===== src/rtl/packet_switch_param.sv =====
// packet_switch_param: NCH x NCH word switch. Per-input FIFOs feed a
// round-robin arbiter that moves one word per cycle into the output FIFO
// named by the word's destination field. Output FIFOs raise hysteresis
// backpressure between programmable alto/bajo thresholds.

// Single-clock FIFO lane; head is visible combinationally on dout.
module psw_fifo #(
  parameter int DW    = 10,
  parameter int DEPTH = 8,
  localparam int AW   = $clog2(DEPTH)
) (
  input  logic          clk,
  input  logic          rst_n,
  input  logic          wr,
  input  logic [DW-1:0] din,
  input  logic          rd,
  output logic [DW-1:0] dout,
  output logic [AW:0]   count
);
  localparam logic [AW:0] FULL_C = (AW+1)'(DEPTH);

  logic [DEPTH-1:0][DW-1:0] mem;
  logic [AW-1:0]            wp, rp;
  logic                     rd_ok, wr_ok;

  // a full FIFO still takes a write when its head leaves in the same cycle
  assign rd_ok = rd & (count != '0);
  assign wr_ok = wr & ((count != FULL_C) | rd_ok);
  assign dout  = mem[rp];

  // pointers and occupancy
  always_ff @(posedge clk or negedge rst_n) begin
    if (!rst_n) begin
      wp    <= '0;
      rp    <= '0;
      count <= '0;
    end else begin
      if (wr_ok) wp <= wp + AW'(1);
      if (rd_ok) rp <= rp + AW'(1);
      case ({wr_ok, rd_ok})
        2'b10:   count <= count + (AW+1)'(1);
        2'b01:   count <= count - (AW+1)'(1);
        default: count <= count;
      endcase
    end
  end

  // storage; stale words are unreachable once pointers reset
  always_ff @(posedge clk) begin
    if (wr_ok) mem[wp] <= din;
  end
endmodule

module packet_switch_param #(
  parameter int NCH   = 4,
  parameter int DW    = 10,
  parameter int DEPTH = 8,
  parameter int CNTW  = 5,
  localparam int CW   = $clog2(NCH),
  localparam int AW   = $clog2(DEPTH)
) (
  input  logic              clk,
  input  logic              reset,
  input  logic              init,
  input  logic [AW:0]       alto,
  input  logic [AW:0]       bajo,
  input  logic [NCH*DW-1:0] data_in,
  input  logic [NCH-1:0]    push,
  input  logic [NCH-1:0]    pop,
  output logic [NCH*DW-1:0] data_out,
  output logic [NCH-1:0]    in_full,
  output logic [NCH-1:0]    out_empty,
  input  logic [CW-1:0]     idx,
  input  logic              req,
  output logic [CNTW-1:0]   cnt_out,
  output logic              cnt_valid,
  output logic              idle,
  output logic              error,
  output logic [2:0]        state
);
  localparam logic [AW:0] DEPTH_C = (AW+1)'(DEPTH);

  typedef enum logic [2:0] {
    S_RESET  = 3'd0,
    S_INIT   = 3'd1,
    S_IDLE   = 3'd2,
    S_ACTIVE = 3'd3,
    S_ERROR  = 3'd4
  } st_t;

  st_t st, nx;

  logic [NCH-1:0][DW-1:0]   din_a, ihead, ohead, dout_q;
  logic [NCH-1:0][AW:0]     icnt, ocnt;
  logic [NCH-1:0]           iempty, ifull, oempty;
  logic [NCH-1:0]           ipush, ipop, opush, opop;
  logic [NCH-1:0]           bp, bp_q;
  logic [NCH-1:0][CNTW-1:0] cnt;
  logic [AW:0]              alto_q, bajo_q;
  logic [CW-1:0]            rr, gnt, cand;
  logic [DW-1:0]            xfer_word;
  logic [CW-1:0]            xfer_dst;
  logic                     xfer, ovf;

  assign din_a     = data_in;
  assign data_out  = dout_q;
  assign in_full   = ifull;
  assign out_empty = oempty;
  assign state     = st;

  for (genvar i = 0; i < NCH; i++) begin : g_ch
    psw_fifo #(.DW(DW), .DEPTH(DEPTH)) u_in (
      .clk(clk), .rst_n(reset), .wr(ipush[i]), .din(din_a[i]),
      .rd(ipop[i]), .dout(ihead[i]), .count(icnt[i])
    );
    psw_fifo #(.DW(DW), .DEPTH(DEPTH)) u_out (
      .clk(clk), .rst_n(reset), .wr(opush[i]), .din(xfer_word),
      .rd(opop[i]), .dout(ohead[i]), .count(ocnt[i])
    );
    assign iempty[i] = (icnt[i] == '0);
    assign ifull[i]  = (icnt[i] == DEPTH_C);
    assign oempty[i] = (ocnt[i] == '0);
  end

  // pushes stop in ERROR; a push into a full, undrained input is an overflow
  assign ipush = (st == S_ERROR) ? '0 : push;
  assign ovf   = (st != S_ERROR) && |(push & ifull & ~ipop);
  assign opop  = pop & ~oempty;

  // backpressure reacts to the live count so a crossing blocks the very next transfer
  always_comb begin
    bp = bp_q;
    for (int j = 0; j < NCH; j++) begin
      if (ocnt[j] >= alto_q)      bp[j] = 1'b1;
      else if (ocnt[j] <= bajo_q) bp[j] = 1'b0;
    end
  end

  // round-robin grant from rr upward, one transfer per cycle
  always_comb begin
    xfer  = 1'b0;
    gnt   = rr;
    cand  = rr;
    ipop  = '0;
    opush = '0;
    if (st == S_ACTIVE) begin
      for (int k = 0; k < NCH; k++) begin
        cand = rr + CW'(k);
        if (!xfer && !iempty[cand] && !bp[ihead[cand][DW-1 -: CW]]) begin
          xfer = 1'b1;
          gnt  = cand;
        end
      end
    end
    xfer_word = ihead[gnt];
    xfer_dst  = xfer_word[DW-1 -: CW];
    if (xfer) begin
      ipop[gnt]      = 1'b1;
      opush[xfer_dst] = 1'b1;
    end
  end

  // control FSM next state; overflow overrides everything
  always_comb begin
    nx = st;
    case (st)
      S_RESET:  nx = S_INIT;
      S_INIT:   if (!init) nx = (bajo >= alto || alto > DEPTH_C) ? S_ERROR : S_IDLE;
      S_IDLE:   if (init) nx = S_INIT;
                else if (!(&iempty) || |ipush) nx = S_ACTIVE;
      S_ACTIVE: if (init) nx = S_INIT;
                else if (&iempty && !xfer) nx = S_IDLE;
      S_ERROR:  nx = S_ERROR;
      default:  nx = S_ERROR;
    endcase
    if (ovf) nx = S_ERROR;
  end

  // state, registered flags, thresholds, arbiter pointer, outputs and counters
  always_ff @(posedge clk or negedge reset) begin
    if (!reset) begin
      st        <= S_RESET;
      idle      <= 1'b0;
      error     <= 1'b0;
      alto_q    <= (AW+1)'(DEPTH - 1);
      bajo_q    <= (AW+1)'(1);
      rr        <= '0;
      bp_q      <= '0;
      dout_q    <= '0;
      cnt       <= '0;
      cnt_out   <= '0;
      cnt_valid <= 1'b0;
    end else begin
      st    <= nx;
      idle  <= (nx == S_IDLE);
      error <= (nx == S_ERROR);
      if (st == S_INIT) begin
        alto_q <= alto;
        bajo_q <= bajo;
      end
      if (xfer) rr <= gnt + CW'(1);
      bp_q <= bp;
      for (int j = 0; j < NCH; j++) begin
        if (opop[j]) begin
          dout_q[j] <= ohead[j];
          cnt[j]    <= cnt[j] + CNTW'(1);
        end
      end
      cnt_valid <= (st == S_IDLE) && req;
      if ((st == S_IDLE) && req) cnt_out <= cnt[idx];
    end
  end
endmodule


===== config.mk =====
export PLATFORM = sky130hd
export DESIGN_NAME = packet_switch_param
export DESIGN_NICKNAME = d
export VERILOG_FILES = /design/src/rtl/packet_switch_param.sv
export SDC_FILE = /design/constraint.sdc
export NUM_CORES = 1
export LEC_CHECK = 0
export ABC_AREA = 1
export CORE_AREA = 2 2 313 191
export CTS_CLUSTER_SIZE = 40
export DETAILED_ROUTE_END_ITERATION = 12
export DIE_AREA = 0 0 315 193
export PLACE_DENSITY = 0.85
export SLEW_MARGIN = 40
export SYNTH_ARGS = -nofsm -noshare
export SYNTH_HDL_FRONTEND = slang
export SYNTH_SLANG_ARGS = --single-unit

===== constraint.sdc =====
create_clock -name clk -period 8.3 [get_ports clk]
set_input_delay 1.66 -clock clk [delete_from_list [all_inputs] [get_ports clk]]
set_output_delay 1.66 -clock clk [all_outputs]
set_load 0.005 [all_outputs]

* Word-level counts from Yosys, hierarchy flattened
Index checks and enable logic that the tools add are counted.
** Word-level totals
- Register bits after elaboration :: 805
** Operators by class
- Equal/unequal tests :: 35
- Bitwise logic cells :: 29
- $lt $le $gt $ge :: 47
- $add $sub $neg :: 40
- Reductions and logical operators :: 63
- Mux-type cells :: 111
** Operator list (count)
- bitwise mux 80 bit :: 8
- binary-select mux 10 bit (select 3 bit) :: 8
- demux 10 bit (select 3 bit) :: 8
- 2-to-1 mux 10 bit :: 21
- binary-select mux 10 bit (select 2 bit) :: 5
- < comparator 3 x 4 -> 1 bit (second input constant) :: 16
- one-hot mux 4 bit (2 select lines) :: 8
- adder 3 x 1 -> 3 bit (second input constant) :: 16
- < comparator 2 x 3 -> 1 bit (second input constant) :: 11
- adder 4 x 1 -> 4 bit (second input constant) :: 8
- logical NOT 4 bit :: 8
- != test 4 bit (second input constant) :: 8
- nonzero test 4 bit :: 8
- subtractor 4 x 1 -> 4 bit (second input constant) :: 8
- 2-to-1 mux 1 bit :: 26
- greater-or-equal comparator 3 x 1 -> 1 bit (second input constant) :: 8
- 2-to-1 mux 3 bit :: 7
- adder 5 x 1 -> 5 bit (second input constant) :: 4
- greater-or-equal comparator 4 bit :: 5
- logical AND 1 bit :: 20
- AND 1 bit :: 16
- binary-select mux 1 bit (select 2 bit) :: 8
- == test 2 x 1 -> 1 bit (second input constant) :: 8
- == test 2 bit (second input constant) :: 8
- other kinds (25) :: 74

* Longest topological paths before layout
- Word-level depth :: 36
- Gate-level depth with buffers :: 36

* Cells and area by module
Synthesis repeated with hierarchy kept, for this count alone.
** Unflattened totals
- Cells, all modules :: 3263
- Area total of the unflattened synthesis :: 35710.5 um^2
** By module, submodules not included
- psw_fifo at g_ch[0].u_out ... :: cells an instance 302, area each 3752.3 um^2, instances 6
- packet_switch_param :: cells an instance 800, area each 5713.0 um^2, instances 1
- psw_fifo at g_ch[0].u_in :: cells an instance 325, area each 3743.6 um^2, instances 1
- psw_fifo at g_ch[3].u_out :: cells an instance 326, area each 3739.8 um^2, instances 1

* Worst setup path after synthesis
No wires, ideal clock.
- Path kind :: register -> register
- From :: register alto_q[1]
- To :: register g_ch[1].u_out.mem[0] (netlist name) (enable)
- Arrival :: 3.812 ns
- Cell stages (with the launch flop) :: 26
- Path buffers :: 1
- Path slack :: 4.098 ns
- Period minus slack after synthesis :: 4.202 ns
- Path through :: dfstp_2 inv_1 ha_1 inv_1 nor2_1 o211ai_1 nand3_1 nor2_1 nand3_1 nand3_2 nand2_2 nor2_4 nand3_2 nand2_1 nand2_1 nand2_1 nand2_1 nand2_2 nand2_4 buf_6 nand3_2 nand2_4 a21oi_4 nand2_4 or2_4 nor3_1
** On the way
- Word-level cells in the longest chain between the ends :: 31
- Elaborated cells on any way between the ends :: 51
- Classes of those cells :: order compare (6); mux (29); bitwise (1); reduce/logical (15)
** Ends and longest elaborated chain
- start, declared :: line 99 : logic [AW:0] alto_q, bajo_q;
- start signal, assigned :: line 185 : alto_q <= (AW+1)'(DEPTH - 1);
- start signal, assigned :: line 198 : alto_q <= alto;
- greater-or-equal comparator 4 bit :: line 134 : if (ocnt[j] >= alto_q) bp[j] = 1'b1;
- 2-to-1 mux 1 bit :: line 134
- binary-select mux 1 bit (select 2 bit) :: line 149 : if (!xfer && !iempty[cand] && !bp[ihead[cand][DW-1 -: CW]]) begin
- 2-to-1 mux 1 bit (implied by the code) :: line 149
- logical NOT 1 bit :: line 149
- logical AND 1 bit :: line 149
- 2-to-1 mux 1 bit :: line 149
- 2-to-1 mux 1 bit :: line 146 : if (st == S_ACTIVE) begin
- [... 16 more ...]
- 2-to-1 mux 10 bit (implied by the code) (*) :: line 155 : xfer_word = ihead[gnt];
- named net g_ch[0].u_out.din[9] :: line 15 : input logic [DW-1:0] din,
- < comparator 2 x 3 -> 1 bit (implied by the code) or greater-or-equal comparator 2 x 1 -> 1 bit (tied branches) :: line 159 : opush[xfer_dst] = 1'b1;
- logical AND 1 bit (implied by the code) :: line 159
- 2-to-1 mux 1 bit (implied by the code) :: line 159
- demux 1 bit (select 2 bit) (*) :: line 159
- 2-to-1 mux 4 bit (*) :: line 157 : if (xfer) begin
- AND 1 bit (*) :: line 28 : assign wr_ok = wr & ((count != FULL_C) | rd_ok);
- end signal, assigned by index :: line 50 : if (wr_ok) mem[wp] <= din;
- end, declared :: line 22 : logic [DEPTH-1:0][DW-1:0] mem;
The timed path passes the listed nets; every way through them passes the cells marked *. The select of a mux whose other input is x is not followed.
A chain may end at the register's enable or synchronous reset.

* Final worst setup path
- From :: register g_ch[2].u_in.rp[1]
- To :: register g_ch[2].u_out.count[3]
** On the way
- Word-level cells in the longest chain between the ends :: 35
- Elaborated cells on any way between the ends :: 57
- Classes of those cells :: order compare (2); eq/ne (2); mux (36); bitwise (1); reduce/logical (16)
** Ends and longest elaborated chain
- start, declared :: line 23 : logic [AW-1:0] wp, rp;
- start signal, assigned :: line 39 : if (rd_ok) rp <= rp + AW'(1);
- binary-select mux 10 bit (select 3 bit) (*) :: line 29 : assign dout = mem[rp];
- 2-to-1 mux 10 bit (implied by the code) (*) :: line 29
- binary-select mux 10 bit (select 2 bit) :: line 149
- 2-to-1 mux 10 bit (implied by the code) :: line 149
- binary-select mux 1 bit (select 2 bit) :: line 149
- 2-to-1 mux 1 bit (implied by the code) :: line 149
- logical NOT 1 bit :: line 149
- logical AND 1 bit :: line 149
- [... 19 more ...]
- named net g_ch[0].u_out.din[9] :: line 15
- < comparator 2 x 3 -> 1 bit (implied by the code) or greater-or-equal comparator 2 x 1 -> 1 bit (tied branches) :: line 159
- logical AND 1 bit (implied by the code) :: line 159
- 2-to-1 mux 1 bit (implied by the code) :: line 159
- demux 1 bit (select 2 bit) (*) :: line 159
- 2-to-1 mux 4 bit (*) :: line 157
- AND 1 bit (*) :: line 28
- == test 2 x 1 -> 1 bit or == test 2 bit (tied branches) :: line 40 : case ({wr_ok, rd_ok})
- one-hot mux 4 bit (2 select lines) or nonzero test 2 bit (tied branches)
- end signal, assigned :: line 41 : 2'b10: count <= count + (AW+1)'(1);
- end signal, assigned :: line 42 : 2'b01: count <= count - (AW+1)'(1);
- end signal, assigned :: line 43 : default: count <= count;
- end, declared :: line 18 : output logic [AW:0] count
Marks and branches as above.

==> results.txt <==
final setup vio count: 0
Pwr Density: 288.2 mW/mm^2
Comb pwr share: 0.246
vias per std cell: 6.261
Area Growth Syn to Fin: 13.04%
Max Clock Skew: 0.03279 ns
router iterations before antenna repair: 9
worst hold path class: reg -> reg
CP max stage cell: dfrtp_1
area of the multi-input gates: 0.01028 mm^2
CTS Hold Bufs: 0
sequential cell area: 0.02336 mm^2
Cells after Synth: 2,897
Seq pwr share: 0.452
Most used DFF post-synth: edfxtp_1
Fin Setup TNS: 0 ns
Area contributors post-synth: edfxtp_1, dfrtp_1, nor2_1
Final Cycle Share: 0.6817
Min Hold Slack: 0.4732 ns
YS warnings: 0
core area: 0.05827 mm^2
Max Freq: 176.7 MHz
Max-slew headroom: 0.4045
Clock Pin Slew Worst Setup and Hold Paths: 0.06 ns
Tmin final: 5.658 ns
fill count: 3,905
clock group share of total power: 0.301
CTS tree: done
initial antenna violation count: 5
Net Sw Frac: 0.3215
setup bufs post-CTS: 0
Async S/R FF share, synth: 0.2050
DP Worst Slack: 2.850 ns
Max rail drop VDD: 0.1574 mV
Net Sw Power: 3.621 mW
Critical Path Start Type: flip-flop
Max FO, Critical Path: 35
Starting Density: 0.5934
layout cells sized above 1: 0.09967
# Max-Cap Violations: 0
standard-cell row count: 69
syn_area_per_cell: 11.94 um^2
routability congestion estimate: 0.9402
H-tree levels: 3
Critical Path Max Stage Delay: 0.84 ns
CP arrival: 6.18 ns
Net count, final: 3,133
Vert. Die Dim: 193 um
Commonest cells post-synth: edfxtp_1, nor2_1, nand2_1
clk buf depth: 3
pin count of the biggest net entering global routing: 108
routed len/inst: 22.44 um
hpwl dp: 55,260 um
Synth cell types: 60
Clock Latency Late Sink: 0.63 ns
worst setup path class: reg -> reg
syn_nets: 3,039
CP Capture Type: flip-flop
CTS Root Cell: clkbuf_16
Seq cells post-synth: 805
CTS sink count: 805
final hold vios: 0
total grt overflow: 0
antenna-violating nets left: 0
post-cts sizing count: 0
Post-synth EDFFs: 640
I/O Pins: 121
leak pwr: 14.51 nW
RSZ-0062 raised after global routing: no
die area: 0.06080 mm^2
DRC: 0
Final WS setup: 2.642 ns
width of the die: 315 um
CTS Buf Count: 73
top-count cell post-synth: edfxtp_1
vias: 24,010
Internal Pwr Total: 7.643 mW
Final Max Slew Viols: 0
total global-route track usage: 0.2827
synthesized area: 0.03458 mm^2
status: finished, final reports clean
first-pass GRT wire length: 131,600 um
post-synthesis sequential area ratio: 0.6753
top-area cell type share of the netlist area: 0.5558
final WL: 86,050 um
PortBufs: 120
most frequent CP cell: nand2_1
1st-iter DRT viols: 3,089
final core occ: 0.6708
Yosys top cell by area: edfxtp_1
Tightest Pin Transition: 0.8839 ns
vias in the first global route: 23,620
Critical Path RT: 8.83 ns
[final cells by class]
cell class / instances / share of cell area
multi-input cells: 1792 / 0.2630
inverters: 170 / 0.01632
well taps: 781 / 0.02500
diodes: 4 / 0.0002561
flip-flops and latches: 805 / 0.5975
clock buffers: 88 / 0.05061
clock inverters: 46 / 0.01050
repair buffers: 149 / 0.03678
[critical path, delay by kind of cell (launching register included)]
| family | cells | cell delay, ns |
|---|---|---|
| AOI/OAI and AO/OA | 1 | 0.23 |
| adders and majority gates | 1 | 0.32 |
| buffers and inverters | 4 | 0.78 |
| DFF | 1 | 0.84 |
| and+or+nand+nor | 26 | 3.37 |
[state kept, by name, summed over array words and instances (netlist names), 16 cells and up]
register,count
g_ch.u_in.mem,320
g_ch.u_out.mem,320
data_out,40
cnt,20
g_ch.u_in.count,16
g_ch.u_out.count,16
[metrics by stage]
stage / cell area (um^2) / total power [mW] / std cells
final: 39090 / 11.26 / 3835
after CTS: 39000 / 11.23 / 3831
after detailed placement: 36610 / 7.842 / 3697
after global routing: 39090 / 11.75 / 3835
after global placement: 36470 / 7.617 / 3697
after floorplan: 34580 / 6.812 / 2897
[logic make-up (layout without fill, tap and decap cells)]
group,after synthesis,count (layout),synth area share
AOI/OAI and AO/OA,574,574,0.1035
other,0,4,0
xor gates and xnor gates,68,68,0.01744
adders and majority gates,80,80,0.02938
and+or+nand+nor,1039,1039,0.1308
muxes,31,31,0.009010
DFF,805,805,0.6753
buffers and inverters,300,453,0.03459
[path summary, 6_finish.rpt]
path	startpoint	endpoint	slack [ns]	depth (start not counted)
worst max register to register	g_ch[2].u_in.rp[1]	g_ch[2].u_out.count[3]	2.64	32
max in group asynchronous	reset	g_ch[2].u_out.rp[1]	6.37	2
worst min-delay path	cnt[19]	cnt[19]	0.47	1
min in group asynchronous	reset	g_ch[3].u_in.rp[2]	1.01	1
worst max-delay path	g_ch[2].u_in.rp[1]	g_ch[2].u_out.count[3]	2.64	32
worst min register to register	cnt[19]	cnt[19]	0.47	1
[metal layers]
metal / up-vias / share of wire / track usage
li1: 10610 / - / -
met1: 11720 / 0.40 / 0.3934
met2: 1447 / 0.46 / 0.4415
met3: 232 / 0.11 / 0.07048
met4: 0 / 0.029 / 0.09396
met5: - / 0 / 0
[power by group through the flow]
stage	Combinational (mW)	Clock (mW)	Sequential (mW)
2_1_floorplan	1.81	0	5.01
3_3_place_gp	2.49	0	5.13
3_5_place_dp	2.68	0	5.16
4_1_cts	2.73	3.42	5.08
5_1_grt	3.04	3.58	5.13
6_report	2.78	3.39	5.10
[cells in the final DEF (no fill, tap or decap), types with 10 or more instances in the layout]
master / synthesis / routed
dfrtp_1: 161 / 157
nand3_2: 18 / 18
clkinv_1: 1 / 10
xnor2_1: 18 / 18
inv_2: 15 / 19
ha_1: 78 / 78
nand3_1: 119 / 119
edfxtp_1: 640 / 640
xor2_1: 49 / 49
o32ai_1: 30 / 30
nand2_1: 401 / 401
o221ai_1: 78 / 71
o21ai_0: 297 / 294
o22ai_1: 46 / 46
clkbuf_1: 105 / 10
nor3_1: 25 / 17
nor2_2: 6 / 52
clkbuf_16: 0 / 78
nand4_1: 19 / 19
o211ai_1: 55 / 55
inv_1: 154 / 150
nor2_1: 403 / 357
mux2i_1: 30 / 30
a21oi_1: 32 / 32
clkdlybuf4s50_1: 0 / 119
nand2_2: 16 / 16
buf_4: 4 / 28
clkinv_2: 0 / 21
No activity file was read; power rests on OpenSTA's default activity.
